--- src/rtl/rdcost_sched_if.sv ---
// rtl/rdcost_sched_if.sv - fetch and cost-accumulator bundle for rdcost_sched
interface rdcost_sched_if;
  // block fetch
  logic        rd_en;
  logic [6:0]  rd_addr;
  logic [31:0] rd_cur0, rd_cur1, rd_cur2, rd_cur3;
  logic [31:0] rd_ref0, rd_ref1, rd_ref2, rd_ref3;
  logic [20:0] rd_bits;
  // beats and controls toward the SATD / cost accumulator
  logic [31:0] cur_data0, cur_data1, cur_data2, cur_data3;
  logic [31:0] ref_data0, ref_data1, ref_data2, ref_data3;
  logic        first;
  logic        start_cost;
  logic        last;
  logic [20:0] bits;
  logic [8:0]  lamb;
  // accumulator result
  logic [20:0] rdcost;
  logic        rdcost_done;

  modport master (
    output rd_en, rd_addr,
    input  rd_cur0, rd_cur1, rd_cur2, rd_cur3,
    input  rd_ref0, rd_ref1, rd_ref2, rd_ref3, rd_bits,
    output cur_data0, cur_data1, cur_data2, cur_data3,
    output ref_data0, ref_data1, ref_data2, ref_data3,
    output first, start_cost, last, bits, lamb,
    input  rdcost, rdcost_done
  );

  modport slave (
    input  rd_en, rd_addr,
    output rd_cur0, rd_cur1, rd_cur2, rd_cur3,
    output rd_ref0, rd_ref1, rd_ref2, rd_ref3, rd_bits,
    input  cur_data0, cur_data1, cur_data2, cur_data3,
    input  ref_data0, ref_data1, ref_data2, ref_data3,
    input  first, start_cost, last, bits, lamb,
    output rdcost, rdcost_done
  );
endinterface

--- src/rtl/rdcost_sched.sv ---
// rtl/rdcost_sched.sv - RD-cost candidate search scheduler; optional early exit under RDCOST_SCHED_EARLY_TERM_EN
module rdcost_sched #(
  parameter int HAD_LAT  = 2,
  parameter int MAX_CAND = 8
) (
  input  logic           clk,
  input  logic           rst_n,
  input  logic           start,
  input  logic [1:0]     cu_log2,
  input  logic [2:0]     num_cand,
  input  logic [8:0]     lamb_in,
  input  logic [20:0]    early_thr,
  rdcost_sched_if.master acc,
  output logic           busy,
  output logic           done,
  output logic [20:0]    best_cost,
  output logic [2:0]     best_idx
);
  localparam logic [3:0]  MAX_IDX  = 4'(MAX_CAND - 1);
  localparam logic [20:0] COST_MAX = 21'h1FFFFF;

  typedef enum logic [2:0] {IDLE, PRIME, ISSUE, WAIT, FIN} state_t;
  state_t state, state_nx;

  logic [2:0]  cand, ncand;
  logic [3:0]  blk, last_blk, blk_max;
  logic [8:0]  lamb_q;
  logic [20:0] bits_q;
  logic        issue, primer, start_ok, cost_ok, early_hit;
  logic        s1_v, s1_prim, s1_last;
  logic        b_v, b_first, b_last;
  logic [HAD_LAT-1:0] dl_v, dl_f, dl_l;

  // a new search may begin when idle or in the completion cycle; busy requests are dropped
  assign start_ok = start && ((state == IDLE) || (state == FIN));
  // only a result arriving while waiting for it counts
  assign cost_ok  = (state == WAIT) && acc.rdcost_done;
  // last raster block index; the reserved size code behaves as 16x16
  assign blk_max  = (cu_log2 == 2'd0) ? 4'd0 : (cu_log2 == 2'd1) ? 4'd3 : 4'd15;

`ifdef RDCOST_SCHED_EARLY_TERM_EN
  logic [20:0] thr_q;
  // early-exit threshold is captured with the other search parameters
  always_ff @(posedge clk or negedge rst_n) begin
    if (!rst_n)        thr_q <= '0;
    else if (start_ok) thr_q <= early_thr;
  end
  assign early_hit = acc.rdcost < thr_q;
`else
  wire unused_early_thr = ^early_thr;
  assign early_hit = 1'b0;
`endif

  // state register
  always_ff @(posedge clk or negedge rst_n) begin
    if (!rst_n) state <= IDLE;
    else        state <= state_nx;
  end

  // next state plus per-cycle issue strobes
  always_comb begin
    state_nx = state;
    issue    = 1'b0;
    primer   = 1'b0;
    case (state)
      IDLE:  if (start_ok) state_nx = PRIME;
      PRIME: begin
        issue    = 1'b1;
        primer   = 1'b1;
        state_nx = ISSUE;
      end
      ISSUE: begin
        issue = 1'b1;
        if (blk == last_blk) state_nx = WAIT;
      end
      WAIT: if (cost_ok) state_nx = ((cand == ncand) || early_hit) ? FIN : PRIME;
      FIN:   state_nx = start_ok ? PRIME : IDLE;
      default: state_nx = IDLE;
    endcase
  end

  assign acc.rd_en   = (state == ISSUE);
  assign acc.rd_addr = {cand, blk};
  assign busy        = (state == PRIME) || (state == ISSUE) || (state == WAIT);
  assign done        = (state == FIN);

  // search context, block walker and best-candidate tracking
  always_ff @(posedge clk or negedge rst_n) begin
    if (!rst_n) begin
      cand      <= '0;
      ncand     <= '0;
      blk       <= '0;
      last_blk  <= '0;
      lamb_q    <= '0;
      best_cost <= COST_MAX;
      best_idx  <= '0;
    end else begin
      if (start_ok) begin
        cand      <= '0;
        ncand     <= ({1'b0, num_cand} > MAX_IDX) ? MAX_IDX[2:0] : num_cand;
        last_blk  <= blk_max;
        lamb_q    <= lamb_in;
        best_cost <= COST_MAX;
        best_idx  <= '0;
      end
      if (state == PRIME)      blk <= '0;
      else if (state == ISSUE) blk <= blk + 4'd1;
      if (cost_ok) begin
        // strict compare keeps the earlier candidate on ties
        if (acc.rdcost < best_cost) begin
          best_cost <= acc.rdcost;
          best_idx  <= cand;
        end
        cand <= cand + 3'd1;
      end
    end
  end

  // tag each issue slot so the returning read data can be identified a cycle later
  always_ff @(posedge clk or negedge rst_n) begin
    if (!rst_n) begin
      s1_v    <= 1'b0;
      s1_prim <= 1'b0;
      s1_last <= 1'b0;
    end else begin
      s1_v    <= issue;
      s1_prim <= primer;
      s1_last <= (state == ISSUE) && (blk == last_blk);
    end
  end

  // beat register: primer and idle slots present zero rows so the accumulator clears
  always_ff @(posedge clk or negedge rst_n) begin
    if (!rst_n) begin
      b_v           <= 1'b0;
      b_first       <= 1'b0;
      b_last        <= 1'b0;
      bits_q        <= '0;
      acc.cur_data0 <= '0;
      acc.cur_data1 <= '0;
      acc.cur_data2 <= '0;
      acc.cur_data3 <= '0;
      acc.ref_data0 <= '0;
      acc.ref_data1 <= '0;
      acc.ref_data2 <= '0;
      acc.ref_data3 <= '0;
    end else begin
      b_v           <= s1_v;
      b_first       <= s1_prim;
      b_last        <= s1_last;
      acc.cur_data0 <= (s1_v && !s1_prim) ? acc.rd_cur0 : '0;
      acc.cur_data1 <= (s1_v && !s1_prim) ? acc.rd_cur1 : '0;
      acc.cur_data2 <= (s1_v && !s1_prim) ? acc.rd_cur2 : '0;
      acc.cur_data3 <= (s1_v && !s1_prim) ? acc.rd_cur3 : '0;
      acc.ref_data0 <= (s1_v && !s1_prim) ? acc.rd_ref0 : '0;
      acc.ref_data1 <= (s1_v && !s1_prim) ? acc.rd_ref1 : '0;
      acc.ref_data2 <= (s1_v && !s1_prim) ? acc.rd_ref2 : '0;
      acc.ref_data3 <= (s1_v && !s1_prim) ? acc.rd_ref3 : '0;
      if (s1_last) bits_q <= acc.rd_bits;
    end
  end

  // flag delay line matching the SATD latency between a beat and its cost strobe
  always_ff @(posedge clk or negedge rst_n) begin
    if (!rst_n) begin
      dl_v <= '0;
      dl_f <= '0;
      dl_l <= '0;
    end else begin
      dl_v[0] <= b_v;
      dl_f[0] <= b_first;
      dl_l[0] <= b_last;
      for (int i = 1; i < HAD_LAT; i++) begin
        dl_v[i] <= dl_v[i-1];
        dl_f[i] <= dl_f[i-1];
        dl_l[i] <= dl_l[i-1];
      end
    end
  end

  assign acc.start_cost = dl_v[HAD_LAT-1];
  assign acc.first      = dl_f[HAD_LAT-1];
  assign acc.last       = dl_l[HAD_LAT-1];
  assign acc.bits       = bits_q;
  assign acc.lamb       = lamb_q;
endmodule

--- src/flat_wrapper.sv ---
// flat-port wrapper written by rule: the top's interface ports become plain ports
module rdcost_sched_flat 
#(
  parameter int HAD_LAT  = 2,
  parameter int MAX_CAND = 8
)
  (clk, rst_n, start, cu_log2, num_cand, lamb_in, early_thr, busy, done, best_cost, best_idx, acc_rd_en, acc_rd_addr, acc_rd_cur0, acc_rd_cur1, acc_rd_cur2, acc_rd_cur3, acc_rd_ref0, acc_rd_ref1, acc_rd_ref2, acc_rd_ref3, acc_rd_bits, acc_cur_data0, acc_cur_data1, acc_cur_data2, acc_cur_data3, acc_ref_data0, acc_ref_data1, acc_ref_data2, acc_ref_data3, acc_first, acc_start_cost, acc_last, acc_bits, acc_lamb, acc_rdcost, acc_rdcost_done);
  rdcost_sched_if acc_i ();
  input  logic clk;
  input  logic rst_n;
  input  logic start;
  input  logic [1:0] cu_log2;
  input  logic [2:0] num_cand;
  input  logic [8:0] lamb_in;
  input  logic [20:0] early_thr;
  output logic busy;
  output logic done;
  output logic [20:0] best_cost;
  output logic [2:0] best_idx;
  output wire logic [$bits(acc_i.rd_en)-1:0] acc_rd_en;
  output wire logic [$bits(acc_i.rd_addr)-1:0] acc_rd_addr;
  input wire logic [$bits(acc_i.rd_cur0)-1:0] acc_rd_cur0;
  input wire logic [$bits(acc_i.rd_cur1)-1:0] acc_rd_cur1;
  input wire logic [$bits(acc_i.rd_cur2)-1:0] acc_rd_cur2;
  input wire logic [$bits(acc_i.rd_cur3)-1:0] acc_rd_cur3;
  input wire logic [$bits(acc_i.rd_ref0)-1:0] acc_rd_ref0;
  input wire logic [$bits(acc_i.rd_ref1)-1:0] acc_rd_ref1;
  input wire logic [$bits(acc_i.rd_ref2)-1:0] acc_rd_ref2;
  input wire logic [$bits(acc_i.rd_ref3)-1:0] acc_rd_ref3;
  input wire logic [$bits(acc_i.rd_bits)-1:0] acc_rd_bits;
  output wire logic [$bits(acc_i.cur_data0)-1:0] acc_cur_data0;
  output wire logic [$bits(acc_i.cur_data1)-1:0] acc_cur_data1;
  output wire logic [$bits(acc_i.cur_data2)-1:0] acc_cur_data2;
  output wire logic [$bits(acc_i.cur_data3)-1:0] acc_cur_data3;
  output wire logic [$bits(acc_i.ref_data0)-1:0] acc_ref_data0;
  output wire logic [$bits(acc_i.ref_data1)-1:0] acc_ref_data1;
  output wire logic [$bits(acc_i.ref_data2)-1:0] acc_ref_data2;
  output wire logic [$bits(acc_i.ref_data3)-1:0] acc_ref_data3;
  output wire logic [$bits(acc_i.first)-1:0] acc_first;
  output wire logic [$bits(acc_i.start_cost)-1:0] acc_start_cost;
  output wire logic [$bits(acc_i.last)-1:0] acc_last;
  output wire logic [$bits(acc_i.bits)-1:0] acc_bits;
  output wire logic [$bits(acc_i.lamb)-1:0] acc_lamb;
  input wire logic [$bits(acc_i.rdcost)-1:0] acc_rdcost;
  input wire logic [$bits(acc_i.rdcost_done)-1:0] acc_rdcost_done;
  assign acc_rd_en = acc_i.rd_en;
  assign acc_rd_addr = acc_i.rd_addr;
  assign acc_i.rd_cur0 = acc_rd_cur0;
  assign acc_i.rd_cur1 = acc_rd_cur1;
  assign acc_i.rd_cur2 = acc_rd_cur2;
  assign acc_i.rd_cur3 = acc_rd_cur3;
  assign acc_i.rd_ref0 = acc_rd_ref0;
  assign acc_i.rd_ref1 = acc_rd_ref1;
  assign acc_i.rd_ref2 = acc_rd_ref2;
  assign acc_i.rd_ref3 = acc_rd_ref3;
  assign acc_i.rd_bits = acc_rd_bits;
  assign acc_cur_data0 = acc_i.cur_data0;
  assign acc_cur_data1 = acc_i.cur_data1;
  assign acc_cur_data2 = acc_i.cur_data2;
  assign acc_cur_data3 = acc_i.cur_data3;
  assign acc_ref_data0 = acc_i.ref_data0;
  assign acc_ref_data1 = acc_i.ref_data1;
  assign acc_ref_data2 = acc_i.ref_data2;
  assign acc_ref_data3 = acc_i.ref_data3;
  assign acc_first = acc_i.first;
  assign acc_start_cost = acc_i.start_cost;
  assign acc_last = acc_i.last;
  assign acc_bits = acc_i.bits;
  assign acc_lamb = acc_i.lamb;
  assign acc_i.rdcost = acc_rdcost;
  assign acc_i.rdcost_done = acc_rdcost_done;
  rdcost_sched #(.HAD_LAT(HAD_LAT), .MAX_CAND(MAX_CAND)) u_core (.clk(clk), .rst_n(rst_n), .start(start), .cu_log2(cu_log2), .num_cand(num_cand), .lamb_in(lamb_in), .early_thr(early_thr), .acc(acc_i), .busy(busy), .done(done), .best_cost(best_cost), .best_idx(best_idx));
endmodule
--- config.mk ---
export PLATFORM = sky130hd
export DESIGN_NAME = rdcost_sched_flat
export DESIGN_NICKNAME = d
export VERILOG_FILES = /design/src/rtl/rdcost_sched_if.sv /design/src/rtl/rdcost_sched.sv /design/src/flat_wrapper.sv
export SDC_FILE = /design/constraint.sdc
export NUM_CORES = 1
export LEC_CHECK = 0
export CELL_PAD_IN_SITES_DETAIL_PLACEMENT = 1
export CELL_PAD_IN_SITES_GLOBAL_PLACEMENT = 1
export CORE_AREA = 2 2 255 257
export CTS_CLUSTER_SIZE = 40
export DETAILED_ROUTE_END_ITERATION = 16
export DIE_AREA = 0 0 257 259
export PLACE_DENSITY_LB_ADDON = 0.2
export SKIP_CTS_REPAIR_TIMING = 1
export SYNTH_ARGS = -nofsm -noshare
export SYNTH_HDL_FRONTEND = slang
export SYNTH_SLANG_ARGS = --single-unit
--- constraint.sdc ---
create_clock -name clk -period 4.48 [get_ports clk]
set_clock_uncertainty 0.1 [all_clocks]
set_input_delay 0.896 -clock clk [delete_from_list [all_inputs] [get_ports clk]]
set_output_delay 0.896 -clock clk [all_outputs]
set_load 0.01 [all_outputs]
# Word level (Yosys, flattened, before mapping)
# Cells that the tools add are included.
totals:
  regBits: 339
  out_inout_bits: 323
op_classes:
  add_sub_neg: 2
  order_cmp: 1
  eq_ne: 10
  mux: 28
  n_reduce_logical: 14
op_table:
  columns: ["cell", "n"]
  rows:
  - ["32-bit two-way mux", 8]
  - ["21-bit two-way mux", 3]
  - ["3-bit two-way mux", 9]
  - ["21-bit less-than comparator", 1]
  - ["4-bit two-way mux", 4]
  - ["3-bit case mux with 5 select lines", 1]
  - ["3-bit by 2-bit == test with 1-bit output, second input constant", 2]
  - ["2-bit by 1-bit inequality test with 1-bit output, second input constant", 3]
  - ["4-bit by 1-bit adder with 4-bit output, second input constant", 1]
  - ["4-bit == test", 1]
  - ["1-bit logical AND", 4]
  - ["2-bit nonzero test", 2]
  - ["3-bit by 1-bit adder with 3-bit output, second input constant", 1]
  - ["3-bit by 1-bit == test with 1-bit output, second input constant", 1]
  - ["3-bit == test", 1]
  - ["3-bit == test, second input constant", 1]
  - ["3-bit zero test", 1]
  - ["1-bit logical OR", 3]
  - ["1-bit two-way mux", 3]
  - ["3-bit AND reduction", 1]
  - ["2-bit by 1-bit == test with 1-bit output, second input constant", 1]
  - ["2-bit zero test", 1]
  - ["2-bit OR reduction", 1]
  - ["1-bit zero test", 1]

# Depth between registers and ports, before layout
depth:
  depth_word: 6
  mapped_depth: 8

# Least setup slack after synthesis
# Ideal clock, no wire load.
synth_path:
  path_kind: "input -> register"
  start: "input acc_rdcost[16]"
  end: "register u_core.best_idx[0]"
  setup_time_ns: 0.125
  arrival_ns: 2.478
  slack_ns: 1.777
  path_stages: 7
  path_buffers: 1
  cell_sequence: "ha_1 > a21oi_1 > o21ai_0 > a2111oi_4 > o211ai_4 > buf_6 > mux2_4"
synth_between:
  elab_chain_len: 3
synth_rtl:
  columns: ["item", "line", "rtl"]
  rows:
  - ["start, declared", "flat_wrapper.sv:44", "input wire logic [$bits(acc_i.rdcost)-1:0] acc_rdcost;"]
  - ["21-bit less-than comparator", "rdcost_sched.sv:110", "if (acc.rdcost < best_cost) begin"]
  - ["3-bit two-way mux", "rdcost_sched.sv:110", null]
  - ["3-bit two-way mux", "rdcost_sched.sv:108", "if (cost_ok) begin"]
  - ["end signal, assigned", "rdcost_sched.sv:112", "best_idx <= cand;"]
  - ["end, declared", "rdcost_sched.sv:17", "output logic [2:0] best_idx"]
# No other way between the ends.
# A chain may end at the register's enable or synchronous reset.

# Worst setup path after layout
layout_path:
  start: "register u_core.state[0]"
  end: "output acc_rd_en"
layout_between:
  elab_chain_len: 1
layout_rtl:
  columns: ["item", "line", "rtl"]
  rows:
  - ["start, declared", "rdcost_sched.sv:23", "state_t state, state_nx;"]
  - ["start signal, assigned", "rdcost_sched.sv:57", "else state <= state_nx;"]
  - ["3-bit by 2-bit == test with 1-bit output", "rdcost_sched.sv:82", "assign acc.rd_en = (state == ISSUE);"]
  - ["end, declared", "flat_wrapper.sv:20", "output wire logic [$bits(acc_i.rd_en)-1:0] acc_rd_en;"]
# No other way between the ends.

==> results.py <==
metrics = {
    "sta": {
        "slew_headroom_pct": 28.84,
        "setup_viol": 0,
        "worst_pin_slew_ps": 1067,
        "fin_crit_ps": 3557,
        "hold_violations": 0,
        "holdWs_ps": 246.5,
        "min_period_over_period_pct": 79.39,
        "finalMaxSlewViolations": 0,
        "fin_tns_setup_ps": 0,
        "clock.fmax_mhz": 281.2,
        "rsz0062_at_grt": "no",
    },
    "clock_tree": {
        "cts_made_buffers": 44,
        "clockRootBuffer": "clkbuf_16",
        "clock_latency_ps": 560,
        "clock_sinks": 337,
        "clkSlewWorstSetupHoldPaths_ps": 60,
        "cts_buffer_depth": 3,
        "tritoncts": "built",
        "ctsHtreeMaxLevel": 2,
    },
    "setup_path": {
        "cp_max_fo": 30,
        "worstPathRequired_ps": 3480,
        "cp-end-kind": "output pin",
        "reg2reg_slack_ps": 1400,
        "crit_path_max_incr_delay_ps": 770,
        "critPathBufInv": 2,
        "r2r-end": "u_core.best_cost[7]",
        "crit_chain": "or2b_1 > inv_1 > clkdlybuf4s50_1",
        "arrival_ps": 2560,
        "reg2reg_depth": 8,
        "critPathSlowestCell": "dfrtp_1",
        "crit_family": "flip-flops",
        "crit_type": "reg2out",
        "regToRegStartpoint": "u_core.best_cost[19]",
        "startpoint_type": "flip-flop",
    },
    "layout": {
        "multiInputGateArea_mm2": 0.003236,
        "layout.nets": 1860,
        "regArea_mm2": 0.008459,
        "utilization_pct": 32.63,
        "fillers": 6835,
        "drive_above_1_share_pct": 10.88,
        "final_area_mm2": 0.02085,
        "layout-area-overhead-vs-synth_pct": 74.65,
    },
    "synthesis": {
        "synth_simple_gate_area_share_pct": 15.79,
        "ys_ff_latch": 337,
        "synth_cell_type_count": 38,
        "synth_area_per_cell_um2": 14.16,
        "synth_seq_area_share_pct": 70.87,
        "ys_warn_count": 0,
        "synth-xor-area-share_pct": 0.2935,
        "syn-cell-area_mm2": 0.01194,
        "synth_edf_count": 0,
        "async_flop_share_pct": 100.0,
        "synth_compound_area_share_pct": 2.579,
        "syn_inst": 843,
        "synthMuxAreaShare_pct": 6.059,
        "synth-main-ff-cell": "dfrtp_1",
        "synth_fa_ha_area_share_pct": 2.306,
        "synth_top_family_by_area": "simple AND/OR/NAND/NOR gates",
        "synth_nets": 1202,
    },
    "min_path": {
        "min-delay-start": "u_core.b_last",
        "holdPathStages": 0,
        "hold_class": "reg2reg",
        "hold_end": "u_core.dl_l[0]",
    },
    "floorplanning": {
        "initial_core_util_pct": 18.68,
        "die_area_mm2": 0.06656,
        "coreArea_mm2": 0.06388,
        "rows": 93,
        "die-width_um": 257,
        "die_y_um": 259,
        "ios": 660,
    },
    "placed_design": {
        "placed_area_mm2": 0.01939,
        "gp_congestion": 0.8153,
        "dp_hpwl_mm": 35.50,
        "placement.io_buffers": 638,
    },
    "grt": {
        "grt_max_degree": 257,
        "grt_pass1_vias": 9700,
        "grt_usage_pct": 13.87,
        "grt_remaining_overflow": 0,
        "grt_pass1_wl_mm": 68.48,
        "antenna_found_initial": 9,
    },
    "route": {
        "vias": 8798,
        "dr.pass1.iters": 4,
        "routed_via_density": 3.675,
        "drc": 0,
        "wl_per_cell_um": 19.76,
        "drtIter0Drc": 273,
        "ant_nets": 0,
        "drt_wl_total_mm": 47.30,
    },
    "pwr": {
        "peakVddDrop_uv": 430.8,
        "p_per_area_mw_per_mm2": 638.3,
        "p_leak_nw": 9.104,
    },
    "outcome": {
        "status": "finished, final reports clean",
    },
    "run": {
        "cap_violations": 0,
    },
}
[worst reg2reg max path: stages, from the launching register on]
cell and delay (ps):
dfstp_2 530, inv_1 50, ha_1 320, nand4_1 120
nor3_1 280, nand3_1 160, o211ai_4 800, buf_4 330
mux2_4 310
[layout by cell type, fill, tap and decap left out, types with 4 or more instances in the layout]
master	count
clkdlybuf4s50_1	637
mux2_2	38
nand2_1	11
a21oi_1	7
nor2_1	13
o21ai_0	32
and2_1	257
dfstp_2	21
nand3_1	6
nor2b_1	4
dfrtp_1	316
ha_1	22
clkbuf_1	12
diode_2	4
clkbuf_16	45
buf_12	4
buf_4	9
clkbuf_8	10
mux2_4	19
clkinv_2	5
inv_1	24
[synthesized netlist by cell type (2+ instances only)]
cell      instances  share of area [%]
xnor2_1           3               0.22
mux2_2           38                3.6
a21oi_1           7               0.29
inv_1            24               0.75
a22o_1            3               0.22
buf_6             2               0.19
nor2b_1           5               0.26
nand4_1           2               0.10
o21ai_0          32                1.3
nor3_1            3               0.13
nand3_1           6               0.25
mux2_4           19                2.4
ha_1             22                2.3
and2_1          257                 13
dfstp_2          21                4.6
nand2_1          11               0.35
clkbuf_1         36                1.1
dfrtp_1         316                 66
or3_1             2               0.10
nor2_1           14               0.44
and3_1            3               0.16
[how the worst max path moves through the flow]
stage	start	cells after the start	slack [ps]	to
finish	u_core.state[0]	3	920	acc_rd_en
detailed placement	acc_rdcost[19]	8	560	u_core.best_cost[7]
CTS	u_core.state[0]	3	840	acc_rd_en
global placement	acc_rdcost[19]	8	550	u_core.best_cost[8]
floorplan	acc_rdcost[16]	7	1780	u_core.best_idx[0]
global route	u_core.state[0]	3	740	acc_rd_en
[layout make-up]
class                      instances  area share [%]
antenna                            4         0.04801
clock buffer                      67           6.278
clock inverter                    13          0.6482
inverter                          24          0.4321
multi-input combinational        443           15.52
sequential                       337           40.58
tap                              855           5.131
timing repair buffer             651           31.36
[registers in the layout (all words and copies together) (netlist names), 32 cells and up]
register              count
u_core.acc.ref_data2     32
u_core.acc.cur_data0     32
u_core.acc.ref_data0     32
u_core.acc.cur_data3     32
u_core.acc.ref_data1     32
u_core.acc.cur_data1     32
u_core.acc.ref_data3     32
u_core.acc.cur_data2     32
[stage by stage]
| stage | total power, mW | instances | setup WS, ps |
|---|---|---|---|
| final | 13.31 | 2394 | 923.4 |
| after global routing | 14.15 | 2394 | 738.8 |
| after CTS | 13.64 | 2390 | 836.0 |
| after detailed placement | 9.980 | 2310 | 564.5 |
| after global placement | 9.885 | 2310 | 551.5 |
| after floorplan | 6.700 | 843 | 1777 |
[cell families (layout without fill, tap and decap cells)]
group | Yosys count | in the layout
adder cells (fa/ha/maj) | 22 | 22
buffers and inverters | 63 | 755
other | 0 | 4
multiplexers | 58 | 58
flip-flops | 337 | 337
AND/OR/NAND/NOR | 310 | 310
XOR/XNOR | 4 | 4
AO/OA/AOI/OAI | 49 | 49
[layer usage]
layer	track usage (%)	vias up	share of wire, %
li1	-	3997	-
met1	14.77	4434	36
met2	25.08	284	53
met3	5.175	73	7.8
met4	4.845	10	2.7
met5	0	-	0.14
[power breakdown]
group / switching [mW] / total (mW) / internal (mW)
registers: 0.447 / 4.63 / 4.18
clock network: 1.40 / 3.53 / 2.13
logic: 2.30 / 5.15 / 2.85
Power figures use the tool's default switching activity.
